<file path="config.mk">
export PLATFORM = sky130hd
export DESIGN_NAME = filtro_mac
export DESIGN_NICKNAME = d
export VERILOG_FILES = /design/src/rtl/filtro_mac.sv
export SDC_FILE = /design/constraint.sdc
export NUM_CORES = 2
export LEC_CHECK = 0
export ABC_AREA = 1
export CORE_UTILIZATION = 36
export DETAILED_ROUTE_END_ITERATION = 10
export PLACE_DENSITY = 0.62
export SETUP_SLACK_MARGIN = 0.15
export SYNTH_ARGS = -nofsm -noshare
export SYNTH_HDL_FRONTEND = slang
export SYNTH_SLANG_ARGS = --single-unit
</file>
<file path="constraint.sdc">
create_clock -name clk -period 18.4 [get_ports clk]
set_input_delay 1.84 -clock clk [delete_from_list [all_inputs] [get_ports clk]]
set_output_delay 1.84 -clock clk [all_outputs]
set_load 0.01 [all_outputs]
</file>
<file path="src/rtl/filtro_mac.sv">
// filtro_mac: sequencer and multiply-accumulate stage of the FILTRO datapath.
// On an accepted start it steps mux_in's select through six operand codes,
// accumulates in*k[step] for each, then rescales (floor) and registers y with
// a one-cycle done pulse.
// Build option: define FILTRO_SAT_EN to clamp y to the signed output range and
// flag ovf; without it y is the wrapped low cant_bits of the rescaled sum and
// ovf is tied low.
module filtro_mac #(
    parameter int cant_bits = 25,
    parameter int frac_bits = 16
) (
    input  logic                        clk,
    input  logic                        reset,
    input  logic                        start,
    input  logic signed [cant_bits-1:0] k0,
    input  logic signed [cant_bits-1:0] k1,
    input  logic signed [cant_bits-1:0] k2,
    input  logic signed [cant_bits-1:0] k3,
    input  logic signed [cant_bits-1:0] k4,
    input  logic signed [cant_bits-1:0] k5,
    input  logic signed [cant_bits-1:0] in,
    output logic [3:0]                  selec,
    output logic signed [cant_bits-1:0] y,
    output logic                        done,
    output logic                        busy,
    output logic                        ovf
);

    localparam int PROD_W = 2 * cant_bits;
    localparam int ACC_W  = 2 * cant_bits + 3;

    typedef enum logic [1:0] {
        IDLE = 2'd0,
        MAC  = 2'd1,
        SAT  = 2'd2
    } state_t;

    state_t                      state_q, state_d;
    logic [2:0]                  step_q, step_d;
    logic signed [ACC_W-1:0]     acc_q, acc_d;
    logic signed [cant_bits-1:0] y_q, y_d;
    logic                        done_q, done_d;
    logic signed [cant_bits-1:0] k_q [6];
    logic signed [cant_bits-1:0] k_d [6];

    logic signed [cant_bits-1:0] k_sel;
    logic signed [PROD_W-1:0]    in_ext, k_ext, prod;
    logic signed [ACC_W-1:0]     prod_ext;

`ifdef FILTRO_SAT_EN
    localparam logic signed [ACC_W-1:0] Y_MAX =
        {{(ACC_W-cant_bits+1){1'b0}}, {(cant_bits-1){1'b1}}};
    localparam logic signed [ACC_W-1:0] Y_MIN =
        {{(ACC_W-cant_bits+1){1'b1}}, {(cant_bits-1){1'b0}}};

    logic                    ovf_q, ovf_d;
    logic signed [ACC_W-1:0] r;

    // Floor rescale: arithmetic shift drops the fractional bits toward -inf.
    function automatic logic signed [ACC_W-1:0] rescale(input logic signed [ACC_W-1:0] a);
        return a >>> frac_bits;
    endfunction

    function automatic logic out_of_range(input logic signed [ACC_W-1:0] v);
        return (v > Y_MAX) || (v < Y_MIN);
    endfunction

    function automatic logic signed [cant_bits-1:0] sat_clamp(input logic signed [ACC_W-1:0] v);
        if (v > Y_MAX) begin
            return Y_MAX[cant_bits-1:0];
        end else if (v < Y_MIN) begin
            return Y_MIN[cant_bits-1:0];
        end
        return v[cant_bits-1:0];
    endfunction
`else
    // Wrap-around output: the low cant_bits of (acc >>> frac_bits) are simply
    // acc bits [frac_bits +: cant_bits], so no wide shifter is needed.
    function automatic logic signed [cant_bits-1:0] wrap_out(input logic signed [ACC_W-1:0] a);
        return a[frac_bits +: cant_bits];
    endfunction
`endif

    // Operand select code for each MAC step (u, a, b, c, d, e).
    function automatic logic [3:0] step_code(input logic [2:0] s);
        case (s)
            3'd0:    return 4'b0000;
            3'd1:    return 4'b0001;
            3'd2:    return 4'b0010;
            3'd3:    return 4'b0101;
            3'd4:    return 4'b0110;
            3'd5:    return 4'b0111;
            default: return 4'b1111;
        endcase
    endfunction

    // Coefficient for the current step and the full-width signed product.
    always_comb begin
        case (step_q)
            3'd0:    k_sel = k_q[0];
            3'd1:    k_sel = k_q[1];
            3'd2:    k_sel = k_q[2];
            3'd3:    k_sel = k_q[3];
            3'd4:    k_sel = k_q[4];
            3'd5:    k_sel = k_q[5];
            default: k_sel = '0;
        endcase
        in_ext   = {{cant_bits{in[cant_bits-1]}}, in};
        k_ext    = {{cant_bits{k_sel[cant_bits-1]}}, k_sel};
        prod     = in_ext * k_ext;
        prod_ext = {{(ACC_W-PROD_W){prod[PROD_W-1]}}, prod};
    end

`ifdef FILTRO_SAT_EN
    // Rescaled accumulator feeding the clamp.
    always_comb begin
        r = rescale(acc_q);
    end
`endif

    // Next-state, datapath updates and operand select.
    always_comb begin
        state_d = state_q;
        step_d  = step_q;
        acc_d   = acc_q;
        y_d     = y_q;
        done_d  = 1'b0;
        selec   = 4'b1111;
        for (int i = 0; i < 6; i++) begin
            k_d[i] = k_q[i];
        end
`ifdef FILTRO_SAT_EN
        ovf_d = 1'b0;
`endif
        case (state_q)
            IDLE: begin
                if (start) begin
                    k_d[0]  = k0;
                    k_d[1]  = k1;
                    k_d[2]  = k2;
                    k_d[3]  = k3;
                    k_d[4]  = k4;
                    k_d[5]  = k5;
                    acc_d   = '0;
                    step_d  = 3'd0;
                    state_d = MAC;
                end
            end
            MAC: begin
                selec  = step_code(step_q);
                acc_d  = acc_q + prod_ext;
                step_d = step_q + 3'd1;
                if (step_q == 3'd5) begin
                    state_d = SAT;
                end
            end
            SAT: begin
`ifdef FILTRO_SAT_EN
                y_d   = sat_clamp(r);
                ovf_d = out_of_range(r);
`else
                y_d   = wrap_out(acc_q);
`endif
                done_d  = 1'b1;
                state_d = IDLE;
            end
            default: begin
                state_d = IDLE;
            end
        endcase
    end

    // Control and result registers; reset discards any computation in flight.
    always_ff @(posedge clk or posedge reset) begin
        if (reset) begin
            state_q <= IDLE;
            step_q  <= 3'd0;
            acc_q   <= '0;
            y_q     <= '0;
            done_q  <= 1'b0;
`ifdef FILTRO_SAT_EN
            ovf_q   <= 1'b0;
`endif
        end else begin
            state_q <= state_d;
            step_q  <= step_d;
            acc_q   <= acc_d;
            y_q     <= y_d;
            done_q  <= done_d;
`ifdef FILTRO_SAT_EN
            ovf_q   <= ovf_d;
`endif
        end
    end

    // Coefficient latch; only meaningful after a start, so it needs no reset.
    always_ff @(posedge clk) begin
        for (int i = 0; i < 6; i++) begin
            k_q[i] <= k_d[i];
        end
    end

    assign y    = y_q;
    assign done = done_q;
    assign busy = (state_q != IDLE);
`ifdef FILTRO_SAT_EN
    assign ovf  = ovf_q;
`else
    assign ovf  = 1'b0;
`endif

endmodule

</file>
==> impl_metrics.csv <==
group,metric,value,unit
status,status,"finished clean",
critical_path,cp.required,18760,ps
global_routing,met1_usage,29.9,%
detailed_routing,drt_iter0_markers,1696,
clock_tree,cts_tree,"done",
timing,finClkSkew,66.3,ps
timing,max_freq,102,MHz
timing,period_share,53.2,%
logic_synthesis,ys_ff_latch,222,
detailed_routing,route.detailed.wl_per_inst,20.4,µm
logic_synthesis,synth_compound_area_share,4.17,%
detailed_routing,ant_nets,0,
logic_synthesis,seq_area_frac_synth,21.0,%
floorplan,core_region_area,0.0824,mm²
detailed_routing,drcViolationCount,0,
job,cap_violations,0,
detailed_routing,drt-total-wl,93.3,mm
logic_synthesis,synth_mux_area_share,0,%
timing,fin_crit,9780,ps
timing,setup_violations,0,
finish,mostFrequentLayoutCells,"inv_1 (861), nand2_1 (647), fa_1 (599), nor2_1 (340), clkdlybuf4s50_1 (208)",
clock_tree,cts_buffers,22,
finish,n_antenna_cell,0,
critical_path,critical-path-slowest-cell,"fa_1",
floorplan,start_util,36.5,%
detailed_routing,dr.pass1.iters,5,
global_routing,grtUsageMet3,6.35,%
timing,rsz0062_at_grt,"no",
global_routing,grt_overflow_total,0,
timing,tightestPinTransition,1270,ps
logic_synthesis,avgSynthCellArea,9.05,µm²
floorplan,rows,105,
place,port_buffers,208,
floorplan,die_w,291,µm
critical_path,critPathTopFamily,"adder cells",
finish,area_growth,13.3,%
global_routing,grt_pass1_wl,144,mm
timing,report.final.hold_viol_count,0,
critical_path,arrival,10140,ps
logic_synthesis,synth-simple-area-share,15.3,%
logic_synthesis,synth_edf_count,150,
clock_tree,clkLatencyLatePin,560,ps
global_routing,antenna_found_initial,0,
floorplan,die_area,0.0847,mm²
critical_path,path_common_cell,"fa_1",
detailed_routing,vias,22200,
place,hpwlAfterDp,77.7,mm
timing,slew_headroom,15.4,%
logic_synthesis,yosys_most_used_dff,"edfxtp_1",
logic_synthesis,synth_top_family_by_area,"adder cells",
clock_tree,clockRootBuffer,"clkbuf_16",
logic_synthesis,synth_fp_nets,4255,
logic_synthesis,synthArstFlopShare,32.4,%
floorplan,dieHeight,291,µm
critical_path,path_max_fanout,17,
global_routing,busiest_layer,"met2",
detailed_routing,viasPerCell,4.86,
place,gp_congestion,0.958,
finish,final_common_cell,"inv_1",
global_routing,grt_usage,22.7,%
critical_path,worstSetupPathType,"reg2reg",
critical_path,start_kind,"flop",
critical_path,critPathMaxStageDelay,700,ps
timing,final_max_slew_viol_count,0,
logic_synthesis,synth-adder-area-share,46.3,%
clock_tree,clk_pin_slew,70,ps
finish,finalNetCount,4415,
global_routing,grt_util_met2,36.1,%
finish,drive_above_1_share,3.74,%
clock_tree,cts_max_path_buffers,3,
logic_synthesis,synthesis.instances,3324,
critical_path,path_buf_inv,7,
clock_tree,cts-resized-gates,0,
floorplan,io_pins,210,
logic_synthesis,yosysWarnings,0,
clock_tree,h-tree-depth,1,
clock_tree,cts_setup_buffers,0,
global_routing,first_global_vias,23800,
finish,nFillCells,8124,
critical_path,end_kind,"flop",
clock_tree,clock-sinks,222,
global_routing,grt_max_degree,88,
clock_tree,hold_buffers,0,
logic_synthesis,yosysUniqueCellTypes,50,
logic_synthesis,synth_area,0.0301,mm²
timing,setup_total_negative_slack,0,ps
worst_hold_path,hold_class,"reg2reg",
logic_synthesis,synth_xor_xnor_area_share,0.437,%
kinds of logic after synthesis:
group	Yosys count
compound gates	211
simple gates	1121
xor+xnor	15
other cells	1
buf+inv	1001
flops	222
fa+ha+maj	753
area by class of cell:
class                      instances  area (µm²)  share of cell area [%]
sequential                       222        6310                    18.5
timing repair buffer             252        2410                    7.08
tap                             1070        1340                    3.93
multi-input combinational       2101       20000                    58.6
clock buffer                      27         569                    1.67
inverter                         885        3330                    9.77
clock inverter                    13         164                   0.481
path summary, 6_finish.rpt:
kind / start / end / slack (ps) / cells past startpoint
hold reg to reg: y[24]$_DFFE_PP0P_ / y[24]$_DFFE_PP0P_ / 480 / 2
setup reg to reg: step_q[0]$_DFFE_PP0P_ / acc_q[39]$_DFFE_PP0P_ / 8620 / 29
max in group asynchronous: reset / y[24]$_DFFE_PP0P_ / 15780 / 3
hold / removal: y[24]$_DFFE_PP0P_ / y[24]$_DFFE_PP0P_ / 480 / 2
min in group asynchronous: reset / acc_q[40]$_DFFE_PP0P_ / 1940 / 3
setup / recovery: step_q[0]$_DFFE_PP0P_ / acc_q[39]$_DFFE_PP0P_ / 8620 / 29
worst reg2reg max path: cells and delay by family, from the launching register on:
kind            cells  cell delay [ps]
buf+inv             7             1580
flops               1              430
fa+ha+maj           9             4730
simple gates        8             2020
compound gates      5              840
state kept, by name, indices dropped and copies added, names as in the netlist:
signal	cells
done	1
state_q	2
step_q	3
k_q	150
acc_q	41
y	25
metal layers:
metal / share of wire [%] / wire [µm]
met3: 11 / 10000
met5: 0 / 0
met4: 3.6 / 3400
met2: 45 / 42200
met1: 40 / 37700
metrics by stage:
stage	instances	util, %	hold WS [ps]	instance area (µm²)	setup slack (ps)
3_3_place_gp	4530	40.5	457	33300	8210
3_5_place_dp	4530	40.5	472	33300	8210
4_1_cts	4570	41.4	489	34100	8640
6_report	4570	41.4	481	34100	8620
2_1_floorplan	3324	-	459	30100	9120
5_1_grt	4570	41.4	516	34100	8260
Yosys cell counts, types with 2 or more instances:
library cell | instances | share of area, %
a211oi_1 | 2 | 0.050
a21boi_0 | 3 | 0.075
a21oi_1 | 51 | 0.85
a22o_1 | 29 | 0.84
a31oi_1 | 10 | 0.21
a32o_1 | 4 | 0.13
buf_1 | 16 | 0.20
buf_2 | 22 | 0.37
buf_4 | 7 | 0.17
buf_6 | 3 | 0.11
clkbuf_1 | 67 | 0.84
clkinv_1 | 14 | 0.17
dfrtp_1 | 72 | 6.0
edfxtp_1 | 150 | 15
fa_1 | 599 | 40
ha_1 | 154 | 6.4
inv_1 | 862 | 11
inv_2 | 7 | 0.087
inv_4 | 2 | 0.042
nand2_1 | 647 | 8.1
nand2_2 | 7 | 0.15
nand2_4 | 3 | 0.11
nand3_1 | 70 | 1.2
nand3_2 | 5 | 0.17
nand3b_1 | 4 | 0.10
nand4_1 | 4 | 0.083
nor2_1 | 342 | 4.3
nor2_2 | 6 | 0.12
nor2_4 | 2 | 0.075
nor3_1 | 7 | 0.12
nor4_1 | 6 | 0.12
nor4_2 | 7 | 0.29
nor4_4 | 4 | 0.28
o2111ai_1 | 2 | 0.058
o211ai_1 | 2 | 0.050
o21ai_0 | 90 | 1.5
o21ai_1 | 3 | 0.050
o21bai_1 | 4 | 0.10
o22ai_1 | 6 | 0.12
o31ai_1 | 2 | 0.050
or2_2 | 5 | 0.10
xnor2_1 | 13 | 0.38
xor2_1 | 2 | 0.058
Power is not shown: default switching activity piles up to over one toggle a cycle in this logic, so the estimate is an artifact.
